`src/rtl/btn_pkg.sv`:
```
// Shared definitions for the push-button conditioning slice: repeat FSM states,
// 27 MHz default timing and the board's button channel assignment.
package btn_pkg;

  typedef enum logic [1:0] {
    IDLE,
    DELAY,
    REPEAT
  } rpt_state_e;

  localparam int unsigned DEF_N          = 7;
  localparam int unsigned DEF_TICK_DIV   = 27000;
  localparam int unsigned DEF_DB_TICKS   = 10;
  localparam int unsigned DEF_RPT_DELAY  = 400;
  localparam int unsigned DEF_RPT_PERIOD = 100;
  localparam logic [6:0]  DEF_RPT_MASK   = 7'b0001111;

  localparam int unsigned BTN_RIGHT = 0;
  localparam int unsigned BTN_LEFT  = 1;
  localparam int unsigned BTN_UP    = 2;
  localparam int unsigned BTN_DOWN  = 3;
  localparam int unsigned BTN_MODE  = 4;
  localparam int unsigned BTN_A     = 5;
  localparam int unsigned BTN_B     = 6;

  // Bits needed to hold 0..max_val, never less than one.
  function automatic int unsigned cnt_width(input int unsigned max_val);
    return (max_val < 1) ? 1 : $clog2(max_val + 1);
  endfunction

endpackage

```
`src/rtl/btn_channel.sv`:
```
// One button channel: two-flop synchroniser, tick-based debounce, hold-to-repeat
// FSM and registered press/release strobes.
module btn_channel
  import btn_pkg::*;
#(
  parameter int unsigned DB_TICKS   = DEF_DB_TICKS,
  parameter int unsigned RPT_DELAY  = DEF_RPT_DELAY,
  parameter int unsigned RPT_PERIOD = DEF_RPT_PERIOD
) (
  input  logic clk,
  input  logic rst,
  input  logic raw_n,
  input  logic tick,
  input  logic rpt_en,
  output logic level,
  output logic press,
  output logic rel
);

  localparam int unsigned DW = cnt_width(DB_TICKS);
  localparam int unsigned RMAX = (RPT_DELAY > RPT_PERIOD) ? RPT_DELAY : RPT_PERIOD;
  localparam int unsigned RW = cnt_width(RMAX);

  localparam logic [DW-1:0] DB_LAST    = DW'(DB_TICKS - 1);
  localparam logic [DW-1:0] DB_ONE     = DW'(1);
  localparam logic [RW-1:0] RPT_D_LAST = RW'(RPT_DELAY - 1);
  localparam logic [RW-1:0] RPT_P_LAST = RW'(RPT_PERIOD - 1);
  localparam logic [RW-1:0] RC_ONE     = RW'(1);

  logic [1:0]    sync_q;
  logic          samp;
  logic [DW-1:0] db_q, db_d;
  logic [RW-1:0] rc_q, rc_d;
  logic          level_d, press_d, rel_d;
  logic          accept_press, accept_rel;
  rpt_state_e    state_q, state_d;

  always_comb begin
    samp         = ~sync_q[1];
    db_d         = db_q;
    rc_d         = rc_q;
    level_d      = level;
    state_d      = state_q;
    accept_press = 1'b0;
    accept_rel   = 1'b0;

    if (tick) begin
      if (samp == level) begin
        db_d = '0;
      end else if (db_q == DB_LAST) begin
        db_d         = '0;
        level_d      = samp;
        accept_press = samp;
        accept_rel   = ~samp;
      end else begin
        db_d = db_q + DB_ONE;
      end
    end

    press_d = accept_press;
    rel_d   = accept_rel;

    if (tick) begin
      unique case (state_q)
        IDLE: begin
          if (accept_press && rpt_en) begin
            state_d = DELAY;
            rc_d    = '0;
          end
        end
        DELAY: begin
          if (rc_q == RPT_D_LAST) begin
            state_d = REPEAT;
            rc_d    = '0;
            press_d = 1'b1;
          end else begin
            rc_d = rc_q + RC_ONE;
          end
        end
        REPEAT: begin
          if (rc_q == RPT_P_LAST) begin
            rc_d    = '0;
            press_d = 1'b1;
          end else begin
            rc_d = rc_q + RC_ONE;
          end
        end
        default: state_d = IDLE;
      endcase

      // A release accepted on a repeat-due tick suppresses that repeat.
      if (accept_rel) begin
        state_d = IDLE;
        rc_d    = '0;
        press_d = 1'b0;
      end
    end

    if (!rpt_en) begin
      state_d = IDLE;
    end
  end

  always_ff @(posedge clk or negedge rst) begin
    if (!rst) begin
      sync_q  <= '1;
      db_q    <= '0;
      rc_q    <= '0;
      level   <= 1'b0;
      press   <= 1'b0;
      rel     <= 1'b0;
      state_q <= IDLE;
    end else begin
      sync_q  <= {sync_q[0], raw_n};
      db_q    <= db_d;
      rc_q    <= rc_d;
      level   <= level_d;
      press   <= press_d;
      rel     <= rel_d;
      state_q <= state_d;
    end
  end

endmodule

```
`src/rtl/button_conditioner.sv`:
```
// Conditions N active-low raw buttons into clean levels and press/release strobes;
// the shared sampling-tick prescaler lives here, one btn_channel per button.
module button_conditioner
  import btn_pkg::*;
#(
  parameter int unsigned N          = DEF_N,
  parameter int unsigned TICK_DIV   = DEF_TICK_DIV,
  parameter int unsigned DB_TICKS   = DEF_DB_TICKS,
  parameter int unsigned RPT_DELAY  = DEF_RPT_DELAY,
  parameter int unsigned RPT_PERIOD = DEF_RPT_PERIOD,
  parameter logic [N-1:0] RPT_MASK  = N'(DEF_RPT_MASK)
) (
  input  logic         clk,
  input  logic         rst,
  input  logic [N-1:0] raw_n,
  output logic [N-1:0] level,
  output logic [N-1:0] press,
  // release strobes; "release" itself is a reserved word
  output logic [N-1:0] rel,
  output logic         tick
);

  localparam int unsigned PW = cnt_width(TICK_DIV - 1);
  localparam logic [PW-1:0] TICK_LAST = PW'(TICK_DIV - 1);
  localparam logic [PW-1:0] P_ONE     = PW'(1);

  logic [PW-1:0] pcnt_q;

  always_ff @(posedge clk or negedge rst) begin
    if (!rst) begin
      pcnt_q <= '0;
    end else if (pcnt_q == TICK_LAST) begin
      pcnt_q <= '0;
    end else begin
      pcnt_q <= pcnt_q + P_ONE;
    end
  end

  assign tick = (pcnt_q == TICK_LAST);

  for (genvar i = 0; i < N; i++) begin : g_ch
    btn_channel #(
      .DB_TICKS  (DB_TICKS),
      .RPT_DELAY (RPT_DELAY),
      .RPT_PERIOD(RPT_PERIOD)
    ) u_ch (
      .clk   (clk),
      .rst   (rst),
      .raw_n (raw_n[i]),
      .tick  (tick),
      .rpt_en(RPT_MASK[i]),
      .level (level[i]),
      .press (press[i]),
      .rel   (rel[i])
    );
  end

endmodule

```
`config.mk`:
```
export PLATFORM = sky130hd
export DESIGN_NAME = button_conditioner
export DESIGN_NICKNAME = d
export VERILOG_FILES = /design/src/rtl/btn_pkg.sv /design/src/rtl/btn_channel.sv /design/src/rtl/button_conditioner.sv
export SDC_FILE = /design/constraint.sdc
export NUM_CORES = 1
export LEC_CHECK = 0
export CORE_ASPECT_RATIO = 1.2
export CORE_UTILIZATION = 55
export DETAILED_ROUTE_END_ITERATION = 8
export PLACE_DENSITY = 0.8
export SLEW_MARGIN = 25
export SYNTH_ARGS = -nofsm -noshare
export SYNTH_HDL_FRONTEND = slang
export SYNTH_SLANG_ARGS = --single-unit
export TNS_END_PERCENT = 100
```
`constraint.sdc`:
```
create_clock -name clk -period 5.1 [get_ports clk]
set_clock_uncertainty 0.05 [all_clocks]
set_input_delay 0.765 -clock clk [delete_from_list [all_inputs] [get_ports clk]]
set_output_delay 0.765 -clock clk [all_outputs]
set_load 0.05 [all_outputs]
```
# --- Yosys cells after proc, flatten, opt, wreduce, memory -nomap -nowiden ---
# Cells that the tools add are included.
totals:
  mem_bits_rw: 0
  register_bits: 122
  mem_bits_ro: 0
  latch_bits: 0
  out_inout_bits: 22
  memories: 0
op_classes:
  n_mul: 0
  div_mod_pow: 0
  add_sub_neg: 12
  shifts: 0
  bitwise: 14
  n_eq_ne: 43
  n_mux: 119
  n_reduce_logical: 23
  n_lt_le_gt_ge: 0
op_table:
  columns: ["op", "count"]
  rows:
  - ["2-to-1 mux 9 bit", 16]
  - ["case mux 9 bit (3 select lines)", 4]
  - ["2-to-1 mux 1 bit", 64]
  - ["2-to-1 mux 4 bit", 14]
  - ["adder 9 x 1 -> 9 bit (second input constant)", 4]
  - ["== test 9 x 7 -> 1 bit (second input constant)", 4]
  - ["== test 9 bit (second input constant)", 4]
  - ["AND reduction 3 bit", 11]
  - ["adder 4 x 1 -> 4 bit (second input constant)", 7]
  - ["== test 4 bit (second input constant)", 7]
  - ["2-to-1 mux 2 bit", 12]
  - ["!= test 3 x 1 -> 1 bit (second input constant)", 8]
  - ["case mux 2 bit (3 select lines)", 4]
  - ["AND reduction 4 bit", 4]
  - ["nonzero test 4 bit", 4]
  - ["adder 15 x 1 -> 15 bit (second input constant)", 1]
  - ["== test 15 bit (second input constant)", 1]
  - ["2-to-1 mux 15 bit", 1]
  - ["inverter 1 bit", 14]
  - ["== test 2 x 1 -> 1 bit (second input constant)", 4]
  - ["== test 2 bit (second input constant)", 4]
  - ["logical NOT 2 bit", 4]
  - ["!= test 2 x 1 -> 1 bit (second input constant)", 4]
  - ["case mux 1 bit (2 select lines)", 4]
  - ["== test 1 bit", 7]

# --- Depth between registers and ports, before layout ---
# Gate-level depths: netlist (run 1).
depth:
  ltp_word: 8
  mapped_depth: 10
  ltp_nobuf: 7

# --- By module ---
# Synthesis (run 1) repeated with hierarchy kept, for this count alone.
unflattened:
  cells_unflattened: 874
  hier_area_um2: 8852.2
by_module_without_submodules:
  columns: ["mod", "area_per_inst_um2", "cells_per_inst", "instances"]
  rows:
  - ["btn_channel", 1159.9, 115, 7]
  - ["button_conditioner", 733.2, 69, 1]

# --- Worst setup path before layout (run 1) ---
# No wires, ideal clock.
synth_timing:
  path_kind: "flip-flop to output port"
  from: "register pcnt_q[3]"
  to: "output tick"
  setup_slack_ps: 2298
  stages_incl_launch_ff: 7
  t_arrival_ps: 1987
  cell_sequence: "dfrtp_1 > or2_0 > or4_1 > buf_2 > inv_2 > clkbuf_1 > buf_2"
synth_between:
  elab_chain_len: 1
synth_lines:
  columns: ["item", "line_no", "text"]
  rows:
  - ["start, declared", "button_conditioner.sv:27", "logic [PW-1:0] pcnt_q;"]
  - ["start signal, assigned", "button_conditioner.sv:35", "pcnt_q <= pcnt_q + P_ONE;"]
  - ["== test 15 bit", "button_conditioner.sv:39", "assign tick = (pcnt_q == TICK_LAST);"]
  - ["end, declared", "button_conditioner.sv:20", "output logic tick"]
# No other way between the ends.

# --- Worst setup path after layout (run 1) ---
layout_timing:
  from: "register pcnt_q[0]"
  to: "output tick"
# Same word-level chain as after synthesis.

==> key figures, run 1 <==
Yosys
  • Mapped Nets: 705
  • Post-synth top flop: dfrtp_1
  • Most common library cells after synthesis: dfrtp_1 (108), nand2_1 (65), o21ai_0 (52)
  • Number of flops mapped to enable cells by yosys: 0
  • Most common cell in the netlist: dfrtp_1
  • Total number of yosys warnings: 0
  • Syn Std Cell Area: 6560 sq um
  • Syn avg cell area: 9.93 sq um
  • Synthesized flop and latch total: 122
  • Synth area leader: dfrtp_1
  • Register area share after synthesis: 0.468
  • Synth unique cells: 70
  • Top cell type's share of synthesized area: 0.412
  • Async S/R FF share, synth: 1.00
  • Cells after Synth: 661
  • Synth area leaders: dfrtp_1 (41%), ha_1 (6.7%), dfstp_2 (5.6%)

Place
  • Pre-CTS setup slack: 2140 ps
  • I/O Buffers: 30
  • Gpl congestion: 0.842
  • Hpwl dp: 7940 um
  • Post-Place Cells: 812

Setup path
  • Slowest cell on crit path: clkdlybuf4s50_1
  • Worst EP arrival: 2590 ps
  • Worst setup path category: reg2out
  • Reg2reg path depth: 8
  • Slowest stage delay, CP: 800 ps
  • Worst Setup End Kind: primary output
  • R2r endpoint: g_ch[2].u_ch.rc_q[6]
  • Register-to-Register Setup Slack: 2130 ps
  • Launching point of the worst reg2reg path: pcnt_q[0]
  • Crit path launch type: register
  • CP max FO: 3
  • Critical Path RT: 4280 ps
  • Crit path cell chain: ha_1 -> nand4_1 -> or4_1 -> inv_2 -> clkdlybuf4s50_1

Power
  • PD cells: 292 nW/um^2
  • Switching power: 432 uW
  • Register share of total power: 0.455
  • Switching fraction of total power: 0.200
  • Comb power frac: 0.014
  • Internal: 1.73 mW
  • Power, Total: 2.16 mW
  • Peak VDD IR: 0.000210 V
  • Leak: 3.15 nW
  • Clock share of power: 0.531

Flow run
  • Maxcap violations: 0

Floorplan
  • Num ports: 31
  • Die footprint: 12400 sq um
  • Initial Util: 0.567
  • Die height: 122 um
  • Num rows: 43
  • Core area: 11600 sq um
  • Die W: 102 um

Final layout
  • Nets: 718
  • Layout overhead on the synthesized area: 12.9%
  • Antenna Cells: 0
  • Fraction of layout cells with a size suffix above 1: 0.103
  • Post-route insts no fill: 844

Global route
  • First-pass GRT wire length: 21900 um
  • Initial antenna violation count: 0
  • Largest net degree at the start of global routing: 86
  • GRT overflow: 0
  • GRT Overall Usage: 0.224
  • Vias in the first global route: 4996

STA
  • Final hold violation count: 0
  • Setup violators final: 0
  • Final setup margin: 1700 ps
  • RSZ-0062 raised after global routing: no
  • Slew at the pin closest to its max-slew limit: 758 ps
  • Fmax: 294 MHz
  • Final Cycle Share: 0.667
  • Setup TNS: 0 ps
  • Slew Viols, Final: 0
  • Clock period minus worst slack: 3400 ps
  • Rel. slew slack: 0.495

Clock tree
  • # clock sinks: 122
  • H-tree levels: 4
  • CTS resizes: 0
  • Hold-fix buffers, CTS: 0
  • Postcts setup bufs: 0
  • Worst-skew pair later-pin latency: 410 ps
  • Clock buffer count from CTS: 17
  • CTS tree: built
  • Root Buffer: clkbuf_16
  • Max Buffers Root-to-Sink: 2
  • Clock transition at path regs: 50 ps

Min path
  • Worst Hold Launch: g_ch[0].u_ch.sync_q[0]
  • Hold depth: 0
  • Worst Hold Class: reg2reg
  • Hold worst-path end: g_ch[0].u_ch.sync_q[1]

Routing
  • Met1 Wirelength: 5560 um
  • Final WL: 12300 um
  • Post-route ant nets: 0
  • WL met3: 301 um
  • Highest Signal Layer: met4
  • Drt first-iter violations: 270
  • Routed met2 length: 6310 um
  • 1st-pass router iterations: 4
  • Vias: 4863
  • WL/cell: 14.6 um
  • DR DRC count: 0
  • Vias/cell: 5.76

Run status
  • Status: complete, no violations
-- placed cells by master, fill, tap and decap left out, drive strengths merged, types with 4 or more instances in the layout --
cell / count
nor2b: 6
dfstp: 14
nand2: 65
a211o: 4
a2bb2oi: 7
and2: 11
or4: 4
xnor2: 13
nor3: 13
a22o: 6
nand4: 8
nand4b: 4
a21boi: 4
ha: 35
mux2i: 4
o31ai: 19
buf: 4
o22ai: 8
nand2b: 13
clkbuf: 25
xor2: 8
clkdlybuf4s50: 29
or2: 11
clkinv: 5
inv: 31
a22oi: 13
or3: 8
dfrtp: 108
nand3b: 8
and3: 12
o21ai: 54
nor2: 40
a21oi: 12
o211ai: 5
nand3: 31
and3b: 4
-- registers in the layout, indices dropped and copies added (netlist names) --
register           count
g_ch.u_ch.db_q        28
g_ch.u_ch.level        7
g_ch.u_ch.press        7
g_ch.u_ch.rc_q        36
g_ch.u_ch.rel          7
g_ch.u_ch.state_q      8
g_ch.u_ch.sync_q      14
pcnt_q                15
-- worst max path at each step --
stage | from | cells after the start | endpoint | slack [ps]
3_5_place_dp | pcnt_q[0] | 5 | tick | 2140
3_3_place_gp | pcnt_q[0] | 5 | tick | 2190
6_report | pcnt_q[0] | 5 | tick | 1700
2_1_floorplan | pcnt_q[3] | 6 | tick | 2300
4_1_cts | pcnt_q[0] | 5 | tick | 1690
5_1_grt | pcnt_q[0] | 5 | tick | 1610
-- cell type report --
type,instances,area [sq um]
multi-input cells,469,3120
fillers,875,4160
clock inverters,7,62.6
inverters,31,116
well taps,157,196
flip-flops and latches,122,3070
clock buffers,25,515
repair buffers,33,324
-- per-layer routing --
layer	global-route usage	vias up
li1	-	2388
met1	0.259	2405
met2	0.394	59
met3	0.0516	11
met4	0.0969	0
met5	0	-
-- power groups by stage --
stage / sequential (mW) / clock (mW) / combinational [mW]
after detailed placement: 1.00 / 0 / 0.0318
after CTS: 0.984 / 1.17 / 0.0318
final: 0.984 / 1.15 / 0.0306
after global routing: 0.984 / 1.22 / 0.0357
after floorplan: 0.999 / 0 / 0.00486
after global placement: 1.00 / 0 / 0.0311
-- logic make-up (layout without fill, tap and decap cells) --
kind of cell               after synthesis  in the layout  share of synthesized area
AOI/OAI and AO/OA                      155            155                      0.164
xor gates and xnor gates                21             21                     0.0280
adders and majority gates               35             35                     0.0667
buffers and inverters                   70             96                     0.0578
DFF                                    122            122                      0.468
muxes                                    7              7                     0.0113
and+or+nand+nor                        251            251                      0.204
-- per-stage QoR --
stage                     area [sq um]  hold slack, ps  utilization
after detailed placement          6820             297        0.590
after floorplan                   6560             295            -
after global placement            6820             296        0.589
after global routing              7400             306        0.640
after CTS                         7400             302        0.640
final                             7400             304        0.640
-- critical path: cells and delay by family, from the launching register on --
family,cells,cell delay [ps]
buffers and inverters,2,880
adders and majority gates,1,230
and+or+nand+nor,2,690
DFF,1,390
Power figures use the tool's default switching activity.
==> run 2: changes to the inputs <==
clock period = 3.3 ns   (was 5.1 ns; I/O delays follow)
==> key figures, run 2 (synthesis results as in run 1) <==
Place
  • I/O Buffers: 30 (unchanged)
  • Hpwl dp: 8270 um (was 7940 um)
  • Gpl congestion: 0.844 (was 0.842)
  • Pre-CTS setup slack: 510 ps (was 2140 ps)

STA
  • Slew at the pin closest to its max-slew limit: 855 ps (was 758 ps)
  • Fmax: 356 MHz
  • Final Cycle Share: 0.851
  • Final hold violation count: 0 (unchanged)
  • Final setup margin: 491 ps (was 1700 ps)
  • RSZ-0062 raised after global routing: no (unchanged)
  • Rel. slew slack: 0.421 (was 0.495)
  • Slew Viols, Final: 0 (unchanged)
  • Setup violators final: 0 (unchanged)
  • Setup TNS: 0 ps (unchanged)
  • Worst Hold Slack: 76.9 ps (was 304 ps)
  • Clock period minus worst slack: 2810 ps

Floorplan
  • Die W: 102 um (unchanged)
  • Num ports: 31 (unchanged)
  • Num rows: 43 (unchanged)
  • Core area: 11600 sq um (unchanged)
  • Die footprint: 12400 sq um (unchanged)
  • Die height: 122 um (unchanged)
  • Initial Util: 0.567 (unchanged)

Clock tree
  • Clock transition at path regs: 50 ps (about the same)
  • Max Buffers Root-to-Sink: 2 (unchanged)
  • Hold-fix buffers, CTS: 0 (unchanged)
  • Worst-skew pair later-pin latency: 420 ps (was 410 ps)
  • H-tree levels: 4 (unchanged)
  • Postcts setup bufs: 0 (unchanged)
  • # clock sinks: 122 (unchanged)
  • Root Buffer: clkbuf_16 (unchanged)
  • CTS resizes: 0 (unchanged)
  • Clock buffer count from CTS: 17 (unchanged)
  • CTS tree: built (unchanged)

Run status
  • Status: complete, no violations (unchanged)

Final layout
  • Nets: 720 (was 718)
  • Commonest non-fill, non-tap cell in the layout: dfrtp_1 (unchanged)
  • Fraction of layout cells with a size suffix above 1: 0.104 (was 0.103)
  • Max reg flops: 36 (unchanged)
  • Commonest non-fill, non-tap cells in the layout: dfrtp_1 (108), nand2_1 (65), o21ai_0 (52) (unchanged)
  • Largest regs: g_ch.u_ch.rc_q (36), g_ch.u_ch.db_q (28), pcnt_q (15) (unchanged)
  • Number of fill cells in the layout: 890 (was 875)
  • Antenna Cells: 0 (unchanged)
  • Register name with the most flops: g_ch.u_ch.rc_q (unchanged)
  • Layout overhead on the synthesized area: 13.6% (was 12.9%)

Global route
  • Vias in the first global route: 5016 (was 4996)
  • Initial antenna violation count: 0 (unchanged)
  • GRT Overall Usage: 0.225 (was 0.224)
  • GRT overflow: 0 (unchanged)
  • Largest net degree at the start of global routing: 68 (was 86)
  • First-pass GRT wire length: 21800 um (was 21900 um)

Min path
  • Worst Hold Class: in2async (was reg2reg)

Setup path
  • Worst setup path category: reg2reg (was reg2out)
  • CP max FO: 12 (was 3)
  • Worst Setup End Kind: register (was primary output)
  • Worst EP arrival: 3080 ps (was 2590 ps)
  • Crit path launch type: register (unchanged)
  • Register-to-Register Setup Slack: 490 ps (was 2130 ps)
  • Critical Path RT: 3570 ps (was 4280 ps)

Routing
  • Post-route ant nets: 0 (unchanged)
  • Final WL: 12500 um (was 12300 um)
  • Vias: 4932 (was 4863)
  • Vias/cell: 5.83 (was 5.76)
  • DR DRC count: 0 (unchanged)
  • WL/cell: 14.8 um (was 14.6 um)
  • Drt first-iter violations: 268 (was 270)
  • 1st-pass router iterations: 4 (unchanged)

Power
  • PD cells: 463 nW/um^2 (was 292 nW/um^2)
  • Leak: 3.18 nW (was 3.15 nW)
  • Peak VDD IR: 0.000328 V (was 0.000210 V)

Flow run
  • Maxcap violations: 0 (unchanged)
-- run 2: area by class of cell --
class / count / area [sq um] / share of cell area
well taps: 157 / 196 / 0.0264
repair buffers: 35 / 358 / 0.0480
clock inverters: 9 / 120 / 0.0161
inverters: 31 / 116 / 0.0156
clock buffers: 23 / 478 / 0.0641
flip-flops and latches: 122 / 3070 / 0.412
multi-input cells: 469 / 3110 / 0.418
-- run 2: power breakdown --
part	internal, mW	switching [mW]	leakage [nW]
registers	1.51	0.00696	1.64
clock network	1.24	0.643	0.300
logic	0.0143	0.0343	1.23
total	2.77	0.685	3.18
-- run 2: path summary, 6_finish.rpt --
| path | start | cells after the start | end |
|---|---|---|---|
| setup / recovery | pcnt_q[0] | 8 | g_ch[2].u_ch.rc_q[8] |
| hold / removal | rst | 1 | g_ch[1].u_ch.rc_q[4] |
| setup reg to reg | pcnt_q[0] | 8 | g_ch[2].u_ch.rc_q[8] |
| hold reg to reg | g_ch[1].u_ch.sync_q[0] | 0 | g_ch[1].u_ch.sync_q[1] |
| max in group asynchronous | rst | 2 | g_ch[3].u_ch.sync_q[0] |
| min in group clk | g_ch[1].u_ch.sync_q[0] | 0 | g_ch[1].u_ch.sync_q[1] |
-- run 2: worst max-delay path, stage by stage, from the launching register on --
cell,delay (ps)
dfrtp_1,360
ha_1,210
nand4_1,140
or4_1,530
inv_2,190
buf_4,240
o21ai_1,290
or2_1,440
o31ai_1,260
-- run 2: metal layers --
metal	vias up	global-route usage	wire length, um
li1	2383	-	-
met1	2423	0.262	5410
met2	93	0.380	6330
met3	33	0.0614	468
met4	0	0.111	289
met5	-	0	0
-- run 2: per-stage QoR --
step	instance area (sq um)	util	power, mW	instances
floorplan	6560	-	1.55	661
global placement	6850	0.592	1.60	814
detailed placement	6850	0.592	1.60	814
CTS	7450	0.644	3.48	846
global route	7450	0.644	3.55	846
finish	7450	0.644	3.45	846
==> run 3: changes to the inputs <==
ABC_CLOCK_PERIOD_IN_PS = 3300   (was not set)
==> results of run 3 <==
Same layout as run 2: the final DEF is identical, and so are final timing and power.
